**config.mk**
```make
export PLATFORM = sky130hd
export DESIGN_NAME = psg_atten_scheduler_flat
export DESIGN_NICKNAME = d
export VERILOG_FILES = /design/src/rtl/psg_atten_scheduler_if.sv /design/src/rtl/psg_atten_scheduler.sv /design/src/flat_wrapper.sv
export SDC_FILE = /design/constraint.sdc
export NUM_CORES = 1
export LEC_CHECK = 0
export CAP_MARGIN = 5
export CORE_MARGIN = 3
export CORE_UTILIZATION = 50
export DETAILED_ROUTE_END_ITERATION = 10
export PLACE_DENSITY_LB_ADDON = 0.1
export SETUP_SLACK_MARGIN = 0.2
export SLEW_MARGIN = 20
export SYNTH_ARGS = -nofsm -noshare
export SYNTH_HDL_FRONTEND = slang
export SYNTH_SLANG_ARGS = --single-unit
export TNS_END_PERCENT = 20
```
**constraint.sdc**
```tcl
create_clock -name clk -period 7.3 [get_ports clk]
set_clock_uncertainty 0.05 [all_clocks]
set_input_delay 2.19 -clock clk [delete_from_list [all_inputs] [get_ports clk]]
set_output_delay 2.19 -clock clk [all_outputs]
set_load 0.01 [all_outputs]
```
**src/rtl/psg_atten_scheduler_if.sv**
```systemverilog
// Mixed-sample output handshake of psg_atten_scheduler.
// The master drives the sample and its valid flag; the slave returns ready.
interface psg_atten_scheduler_if;
  logic signed [15:0] mix;
  logic               mix_valid;
  logic               mix_ready;

  modport master (
    output mix,
    output mix_valid,
    input  mix_ready
  );

  modport slave (
    input  mix,
    input  mix_valid,
    output mix_ready
  );
endinterface

```
**src/rtl/psg_atten_scheduler.sv**
```systemverilog
// One shared attenuation multiplier, time-shared across the PSG channels and summed per step.
// Define PSG_NOISE_CH_EN to include the noise channel (ch3) in the mix; otherwise only ch0..ch2.
module psg_atten_scheduler #(
  parameter int unsigned MULT_LAT = 3
) (
  input  logic                   clk,
  input  logic                   reset,
  input  logic                   step,
  input  logic [3:0][15:0]       wave_in,
  input  logic                   atten_wr,
  input  logic [1:0]             atten_ch,
  input  logic [3:0]             atten_val,
  psg_atten_scheduler_if.master  mix_if,
  output logic                   busy,
  output logic                   step_drop
);

`ifdef PSG_NOISE_CH_EN
  localparam int unsigned NumCh = 4;
`else
  localparam int unsigned NumCh = 3;
`endif

  typedef enum logic [1:0] {StIdle, StIssue, StDrain, StDone} state_e;

  state_e state_q, state_d;

  logic [3:0]        atten_q [4];
  logic [3:0]        code_q  [4];
  logic signed [8:0] base_q  [4];
  logic [1:0]        idx_q, idx_d;

  logic [MULT_LAT-1:0]       pipe_vld_q;
  logic [MULT_LAT-1:0]       pipe_last_q;
  logic [MULT_LAT-1:0][15:0] pipe_term_q;

  logic signed [15:0] acc_q;
  logic signed [15:0] mix_q;

  logic               issue;
  logic               issue_last;
  logic               frame_start;
  logic [7:0]         lut;
  logic [5:0]         mult;
  logic [1:0]         shift;
  logic signed [8:0]  base;
  logic signed [15:0] prod;
  logic signed [15:0] issue_term;
  logic               out_vld;
  logic               out_last;
  logic signed [15:0] out_term;
  logic signed [15:0] acc_sum;

  // Attenuation code -> {mult, shift}; term = (base * mult) >>> shift.
  function automatic logic [7:0] atten_lut(input logic [3:0] code);
    logic [7:0] r;
    case (code)
      4'd0:    r = {6'd32, 2'd0};
      4'd1:    r = {6'd25, 2'd0};
      4'd2:    r = {6'd20, 2'd0};
      4'd3:    r = {6'd16, 2'd0};
      4'd4:    r = {6'd25, 2'd1};
      4'd5:    r = {6'd10, 2'd0};
      4'd6:    r = {6'd8,  2'd0};
      4'd7:    r = {6'd6,  2'd0};
      4'd8:    r = {6'd5,  2'd0};
      4'd9:    r = {6'd4,  2'd0};
      4'd10:   r = {6'd3,  2'd0};
      4'd11:   r = {6'd5,  2'd1};
      4'd12:   r = {6'd2,  2'd0};
      4'd13:   r = {6'd3,  2'd1};
      4'd14:   r = {6'd5,  2'd2};
      default: r = {6'd0,  2'd0};
    endcase
    return r;
  endfunction

  // Shared multiplier front end: operands come from the frame snapshot.
  always_comb begin
    issue      = (state_q == StIssue);
    issue_last = (idx_q == 2'(NumCh - 1));
    lut        = atten_lut(code_q[idx_q]);
    mult       = lut[7:2];
    shift      = lut[1:0];
    base       = base_q[idx_q];
    prod       = $signed({{7{base[8]}}, base}) * $signed({10'd0, mult});
    issue_term = prod >>> shift;
  end

  always_comb begin
    out_vld  = pipe_vld_q[MULT_LAT-1];
    out_last = pipe_last_q[MULT_LAT-1];
    out_term = $signed(pipe_term_q[MULT_LAT-1]);
    acc_sum  = acc_q + out_term;
  end

  always_comb begin
    state_d     = state_q;
    idx_d       = idx_q;
    step_drop   = 1'b0;
    frame_start = 1'b0;
    unique case (state_q)
      StIdle: begin
        if (step) begin
          frame_start = 1'b1;
          idx_d       = 2'd0;
          state_d     = StIssue;
        end
      end
      StIssue: begin
        step_drop = step;
        idx_d     = idx_q + 2'd1;
        if (issue_last) state_d = StDrain;
      end
      StDrain: begin
        step_drop = step;
        if (out_vld && out_last) state_d = StDone;
      end
      StDone: begin
        step_drop = step;
        if (mix_if.mix_ready) state_d = StIdle;
      end
      default: state_d = StIdle;
    endcase
  end

  assign busy             = (state_q != StIdle);
  assign mix_if.mix_valid = (state_q == StDone);
  assign mix_if.mix       = mix_q;

  // Register-decoder writes land immediately; a running frame keeps its snapshot.
  always_ff @(posedge clk) begin
    if (reset) begin
      for (int i = 0; i < 4; i++) atten_q[i] <= 4'd15;
    end else if (atten_wr) begin
      atten_q[atten_ch] <= atten_val;
    end
  end

  always_ff @(posedge clk) begin
    if (reset) begin
      for (int i = 0; i < 4; i++) begin
        code_q[i] <= 4'd15;
        base_q[i] <= 9'sd0;
      end
    end else if (frame_start) begin
      for (int i = 0; i < 4; i++) begin
        code_q[i] <= atten_q[i];
        base_q[i] <= $signed(wave_in[i][15:7]);
      end
    end
  end

  // Delay line modelling the multiplier pipeline; the tag marks the frame's last channel.
  always_ff @(posedge clk) begin
    if (reset) begin
      pipe_vld_q  <= '0;
      pipe_last_q <= '0;
      pipe_term_q <= '0;
    end else begin
      pipe_vld_q[0]  <= issue;
      pipe_last_q[0] <= issue && issue_last;
      pipe_term_q[0] <= issue_term;
      for (int unsigned i = 1; i < MULT_LAT; i++) begin
        pipe_vld_q[i]  <= pipe_vld_q[i-1];
        pipe_last_q[i] <= pipe_last_q[i-1];
        pipe_term_q[i] <= pipe_term_q[i-1];
      end
    end
  end

  always_ff @(posedge clk) begin
    if (reset) begin
      state_q <= StIdle;
      idx_q   <= 2'd0;
      acc_q   <= 16'sd0;
      mix_q   <= 16'sd0;
    end else begin
      state_q <= state_d;
      idx_q   <= idx_d;
      if (frame_start) begin
        acc_q <= 16'sd0;
      end else if (out_vld) begin
        acc_q <= acc_sum;
        if (out_last) mix_q <= acc_sum;
      end
    end
  end

endmodule
```
**src/flat_wrapper.sv**
```systemverilog
// flat-port wrapper written by rule: the top's interface ports become plain ports
module psg_atten_scheduler_flat 
#(
  parameter int unsigned MULT_LAT = 3
)
  (clk, reset, step, wave_in, atten_wr, atten_ch, atten_val, busy, step_drop, mix_if_mix, mix_if_mix_valid, mix_if_mix_ready);
  psg_atten_scheduler_if mix_if_i ();
  input  logic clk;
  input  logic reset;
  input  logic step;
  input  logic [3:0][15:0] wave_in;
  input  logic atten_wr;
  input  logic [1:0] atten_ch;
  input  logic [3:0] atten_val;
  output logic busy;
  output logic step_drop;
  output wire logic [$bits(mix_if_i.mix)-1:0] mix_if_mix;
  output wire logic [$bits(mix_if_i.mix_valid)-1:0] mix_if_mix_valid;
  input wire logic [$bits(mix_if_i.mix_ready)-1:0] mix_if_mix_ready;
  assign mix_if_mix = mix_if_i.mix;
  assign mix_if_mix_valid = mix_if_i.mix_valid;
  assign mix_if_i.mix_ready = mix_if_mix_ready;
  psg_atten_scheduler #(.MULT_LAT(MULT_LAT)) u_core (.clk(clk), .reset(reset), .step(step), .wave_in(wave_in), .atten_wr(atten_wr), .atten_ch(atten_ch), .atten_val(atten_val), .mix_if(mix_if_i), .busy(busy), .step_drop(step_drop));
endmodule
```
==> impl_metrics.yaml, run 1 <==
synthesis:
  ys_ff_latch: 160
  synth_fp_nets: 1018
  syn-mean-instance-area_um2: 10.67
  synth_cells: 844
  ys_seq_area_frac: 0.4314
  yosys_warnings: 0
  synthArstFlopShare: 0
  ys.flop_type: "dfxtp_1"
  synth_area_um2: 9002
  synth-edff-count: 68
  synth_cell_types: 58
setup_path:
  critPathBufInv: 5
  worstPathCellList: "mux4_2 -> inv_1 -> mux2i_1 -> nor2_1 -> and2_1 -> fa_1 -> inv_1 -> fa_1 -> inv_1 -> fa_1 -> inv_1 -> fa_1 -> inv_1 -> ha_1 -> o21ai_0 -> a21oi_1 -> a41oi_1 -> a22oi_1 -> a31oi_1 -> xnor2_1 -> o21ai_0 -> a21oi_1"
  crit_required_ns: 7.59
  timing.critical_path.mode_cell: "inv_1"
  arrival_ns: 6.82
  critPathSlowestCell: "mux4_2"
  cp_top_family: "adder cells"
  crit_type: "reg -> reg"
  endpoint_kind: "flop"
  max_stage_delay_ns: 0.62
  startpoint_type: "flop"
  worstPathMaxFanout: 7
global_route:
  grt_use_met3: 0.03687
  gr-usage-met2: 0.2961
  met1_usage: 0.2328
  gr-total-overflow: 0
  grtUsageTotal: 0.1765
  grt_pass1_vias: 6160
  busiest_layer: "met2"
  grt_pass1_wl_mm: 28.78
  grt_max_degree: 69
  antenna_found_initial: 0
power:
  p_sw_uw: 987.3
  netSwitchingFraction: 0.3313
  power_frac_clock: 0.291
  power.internal_uw: 1993
  irDropWorstVdd_v: 0.0001774
  p_comb_frac: 0.324
  power_density_nw_per_um2: 285.4
  p_leak_uw: 0.004260
  pwr-share-seq: 0.385
detailed_routing:
  viasPerCell: 5.173
  routed_wl_mm: 16.34
  drtAntennaViolNets: 0
  drt-initial-drc-count: 289
  drcViolationCount: 0
  first_pass_iters: 4
  num_vias: 5923
  wire_per_inst_um: 14.27
clock_network:
  cts_tree: "built"
  cts_root_buffer: "clkbuf_16"
  clock_path_buffers: 2
  numCtsBuffers: 17
  cts_setup_buffers: 0
  path_clk_slew_ns: 0.07
  cts_resized: 0
  cts.sinks: 160
  cts_hold_buf: 0
  cts_max_level: 4
  insertion_delay_ns: 0.42
sta:
  hold_viol_final: 0
  fin_setup_tns_ns: 0
  relSlewSlack: 0.2857
  fin_hold_ws_ns: 0.3858
  period_minus_slack_ns: 6.534
  timing.final.max_slew_violations: 0
  fmax_mhz: 153.0
  setup_ws_ns: 0.7656
  setup_viol: 0
  fin_crit_sh: 0.8951
  worst_pin_slew_ns: 1.070
  rsz0062_at_grt: "false"
final_layout:
  seqCellArea_um2: 3884
  nNetsFinal: 1081
  antenna_cells: 0
  drive_above_1_share: 0.07500
  area_growth_pct: 16.00
  fill_cells: 1452
  multi_input_area_um2: 4718
floorplanning:
  start_util: 0.5151
  die_area_um2: 19650
  placementRows: 48
  ios: 94
  fp.dieW_um: 140.2
  die_h_um: 140.2
  coreArea_um2: 17480
min_path:
  worstHoldStart: "u_core.pipe_term_q[10]"
  hold_class: "reg -> reg"
run_status:
  outcome: "complete, no violations"
run:
  maxCapViolations: 0
place:
  port-buffer-count: 65
  globalplace.congestion: 0.8846
  place_ws_ns: 0.8241
  place.detailed.hpwl_mm: 12.15
## area by class of cell
class                      count  share of cell area
clock inverter                14             0.01342
clock buffer                  18             0.04313
tap                          225             0.02696
multi-input combinational    585              0.4518
timing repair buffer          73             0.06758
sequential                   160              0.3719
inverter                      70             0.02516
## registers in the layout, indices dropped and copies added (netlist names), named ones only
signal              count
u_core.base_q          36
u_core.out_term        16
u_core.pipe_vld_q       3
u_core.idx_q            2
u_core.state_q          2
u_core.acc_q           16
u_core.atten_q         16
u_core.pipe_term_q     32
u_core.mix_if.mix      16
u_core.code_q          16
u_core.pipe_last_q      3
## synthesized netlist by cell type, types with 2 or more instances
cell / number / area share
dfxtp_1: 92 / 0.20
and2_1: 73 / 0.051
inv_1: 69 / 0.029
edfxtp_1: 68 / 0.23
ha_1: 59 / 0.082
nor2_1: 59 / 0.025
nand2_1: 52 / 0.022
nor2b_1: 48 / 0.033
a21oi_1: 42 / 0.023
fa_1: 40 / 0.089
mux2i_1: 25 / 0.028
xnor2_1: 23 / 0.022
clkbuf_1: 22 / 0.0092
or3_1: 19 / 0.013
a211oi_1: 18 / 0.015
nand2b_1: 18 / 0.013
o21ai_0: 15 / 0.0083
mux4_2: 12 / 0.030
a21o_1: 8 / 0.0067
nand3_1: 8 / 0.0044
nor3_1: 8 / 0.0044
xor2_1: 7 / 0.0068
a31oi_1: 4 / 0.0028
o21ai_1: 4 / 0.0022
or2_2: 4 / 0.0028
mux2_2: 3 / 0.0038
nor3b_1: 3 / 0.0025
a22o_1: 2 / 0.0019
a22oi_1: 2 / 0.0017
and3_1: 2 / 0.0014
buf_1: 2 / 0.00083
buf_2: 2 / 0.0011
buf_6: 2 / 0.0025
mux2_4: 2 / 0.0033
o211ai_1: 2 / 0.0017
o21a_1: 2 / 0.0017
o21bai_1: 2 / 0.0017
## layer usage
layer	wire length, um	share of wire
met1	7637	0.47
met2	7998	0.49
met3	524	0.032
met4	182	0.011
met5	0	0
## power by group through the flow
stage	clock (uW)	sequential, uW	combinational (uW)
after detailed placement	0	1170	966
after global placement	0	1160	941
after global routing	931	1160	1110
after floorplan	0	1150	756
final	869	1150	964
after CTS	894	1150	971
## placed cells by master (no fill, tap or decap), types with 3 or more instances in the layout
cell	n
dfxtp_1	92
and2_1	73
inv_1	69
edfxtp_1	68
clkdlybuf4s50_1	64
nor2_1	59
ha_1	59
nand2_1	52
nor2b_1	48
a21oi_1	42
fa_1	40
mux2i_1	25
xnor2_1	23
or3_1	19
nand2b_1	18
a211oi_1	18
clkbuf_16	18
o21ai_0	15
mux4_2	12
nor3_1	8
nand3_1	8
a21o_1	8
buf_4	8
xor2_1	7
or2_2	4
o21ai_1	4
a31oi_1	4
inv_6	4
nor3b_1	3
mux2_2	3
clkinv_8	3
## stage by stage
| stage | std cells | power (uW) | area (um2) | util |
|---|---|---|---|---|
| 3_5_place_dp | 1113 | 2135 | 9852 | 0.5637 |
| 6_report | 1145 | 2980 | 10440 | 0.5975 |
| 4_1_cts | 1145 | 3016 | 10440 | 0.5975 |
| 5_1_grt | 1145 | 3198 | 10440 | 0.5975 |
| 2_1_floorplan | 844 | 1905 | 9002 | - |
| 3_3_place_gp | 1113 | 2103 | 9852 | 0.5637 |
## logic make-up (layout without fill, tap and decap cells)
logic type	count (synthesis)	count (layout)	synth area share
flip-flops	160	160	0.4314
AND/OR/NAND/NOR	298	298	0.1757
multiplexers	44	44	0.06769
buffers and inverters	99	175	0.04447
adder cells (fa/ha/maj)	99	99	0.1710
AO/OA/AOI/OAI	114	114	0.08061
XOR/XNOR	30	30	0.02919
## final timing paths
check,depth (start not counted),endpoint,slack (ns)
max,22,u_core.pipe_term_q[14],0.77
min reg2reg,1,u_core.pipe_term_q[26],0.39
min,1,u_core.pipe_term_q[26],0.39
max reg2reg,22,u_core.pipe_term_q[14],0.77
Note: power is estimated with default switching activity, not from simulation.
==> inputs of run 2 (changes only) <==
- CAP_MARGIN: 5 -> 10
- HOLD_SLACK_MARGIN: unset -> 0.08
- clock period: 7.3 -> 7.37 ns (I/O delays scaled with it)
==> run 2 against run 1 <==
Sequential power about the same; combinational power down 1%; count of clock-buffer cells in the layout up 2; final cell count unchanged; first-iteration DRC count down 16%; highest routed layer unchanged; design area down 0.12%; die area unchanged; critical endpoint unchanged; critical path depth up 3; flip-flop and latch count unchanged; largest cell class unchanged.
==> impl_metrics.yaml, run 2 (synthesis results as in run 1) <==
sta:
  worst_pin_slew_ns: 1.044
  setup_viol: 0
  fin_setup_tns_ns: 0
  fin_crit_sh: 0.8915
  relSlewSlack: 0.3033
  hold_viol_final: 0
  period_minus_slack_ns: 6.571
  fmax_mhz: 152.2
  timing.final.max_slew_violations: 0
  rsz0062_at_grt: "false"
place:
  place.detailed.hpwl_mm: 12.31
  globalplace.congestion: 0.8821
  port-buffer-count: 65
  dp.cells: 1113
clock_network:
  cts.sinks: 160
  path_clk_slew_ns: 0.06
  clock_path_buffers: 2
  cts_root_buffer: "clkbuf_16"
  numCtsBuffers: 17
  insertion_delay_ns: 0.42
  cts_tree: "built"
  cts_setup_buffers: 0
  cts_max_level: 4
final_layout:
  antenna_cells: 0
  reg.largest.list: "u_core.base_q x36, u_core.pipe_term_q x32"
  largest_reg_flops: 36
  fill_cells: 1454
  nNetsFinal: 1081
  area_growth_pct: 15.86
  layout_common_cells: "dfxtp_1 (92), and2_1 (73), inv_1 (69)"
  mostFrequentLayoutCell: "dfxtp_1"
  stdcell_count: 1145
  regMostFlops: "u_core.base_q"
  drive_above_1_share: 0.07500
setup_path:
  cp_top_family: "adder cells"
  max_stage_delay_ns: 0.59
  rr_worst_depth: 25
  crit_required_ns: 7.65
  critPathBufInv: 6
  arrival_ns: 6.85
  worstPathMaxFanout: 11
  startpoint_type: "flop"
  ff2ff_setup_slack_ns: 0.80
  r2r-end: "u_core.pipe_term_q[14]"
  critPathSlowestCell: "mux4_2"
  crit_type: "reg -> reg"
  endpoint_kind: "flop"
floorplanning:
  ios: 94
  start_util: 0.5151
  placementRows: 48
  die_area_um2: 19650
  die_h_um: 140.2
  fp.dieW_um: 140.2
  coreArea_um2: 17480
detailed_routing:
  wire_per_inst_um: 14.23
  num_vias: 5894
  drt-initial-drc-count: 243
  routed_wl_mm: 16.30
  first_pass_iters: 5
  drcViolationCount: 0
  drtAntennaViolNets: 0
  viasPerCell: 5.148
global_route:
  grtUsageTotal: 0.1743
  gr-total-overflow: 0
  grt_pass1_vias: 6095
  grt_max_degree: 69
  grt_pass1_wl_mm: 28.36
  antenna_found_initial: 0
run:
  maxCapViolations: 0
power:
  power_frac_clock: 0.289
  irDropWorstVdd_v: 0.0002870
  p_leak_uw: 0.004251
  power.internal_uw: 1991
  power_density_nw_per_um2: 281.6
  p_comb_frac: 0.324
  netSwitchingFraction: 0.3221
  p_sw_uw: 946.1
  pwr-share-seq: 0.387
min_path:
  min_to: "u_core.pipe_term_q[21]"
  worstHoldStart: "u_core.pipe_term_q[5]"
  hold_path_depth: 1
  hold_class: "reg -> reg"
run_status:
  outcome: "complete, no violations"
run 2: cell types whose count changed in the layout (fill, tap and decap cells not counted):
cell	change
clkinv_8	-3
a21oi_1	-1
a21oi_2	+1
bufinv_16	+1
clkbuf_1	+1
clkbuf_16	-1
clkbuf_4	+1
clkbuf_8	+1
clkinv_2	-1
clkinvlp_4	+1
run 2: worst max-delay path by stage:
stage | start | to | depth (start not counted)
after floorplan | flop | u_core.pipe_term_q[13] | 23
after global routing | flop | u_core.pipe_term_q[14] | 25
after CTS | flop | u_core.pipe_term_q[14] | 22
final | flop | u_core.pipe_term_q[14] | 25
after detailed placement | flop | u_core.pipe_term_q[14] | 22
after global placement | flop | u_core.pipe_term_q[14] | 22
run 2: power groups by stage:
stage / logic (uW) / registers [uW] / clock network (uW)
floorplan: 749 / 1140 / 0
global placement: 933 / 1150 / 0
detailed placement: 958 / 1160 / 0
CTS: 963 / 1140 / 870
global route: 1090 / 1150 / 909
finish: 952 / 1140 / 850
run 2: routing by layer:
layer  part of all wire  global-route usage
met1               0.48              0.2326
met2               0.49              0.2886
met3              0.022             0.03346
met4             0.0078             0.05558
met5                  0                   0
run 2: stage by stage:
step | instance area (um2) | utilization | total power [uW] | hold slack, ns | setup slack, ns
3_3_place_gp | 9852 | 0.5637 | 2084 | 0.3672 | 0.8050
4_1_cts | 10430 | 0.5966 | 2971 | 0.3882 | 0.6428
5_1_grt | 10430 | 0.5968 | 3145 | 0.4025 | 0.2773
2_1_floorplan | 9002 | - | 1887 | 0.3638 | 1.336
6_report | 10430 | 0.5968 | 2937 | 0.3800 | 0.7995
3_5_place_dp | 9852 | 0.5637 | 2115 | 0.3737 | 0.6737
run 2: area by class of cell:
| type | count | area, um2 | area share |
|---|---|---|---|
| Sequential cell | 160 | 3884 | 0.3724 |
| Clock inverter | 12 | 123.9 | 0.01188 |
| Multi-Input combinational cell | 585 | 4722 | 0.4527 |
| Clock buffer | 20 | 450.4 | 0.04319 |
| Inverter | 70 | 262.8 | 0.02519 |
| Tap cell | 225 | 281.5 | 0.02699 |
| Timing Repair Buffer | 73 | 705.7 | 0.06766 |
run 2: repair_timing:
item | 4_1_cts | 5_1_grt
hold endpoints to repair | 0 | 0
hold buffers | 0 | 0
resized for setup | 0 | 1
setup endpoints to repair | 0 | 3
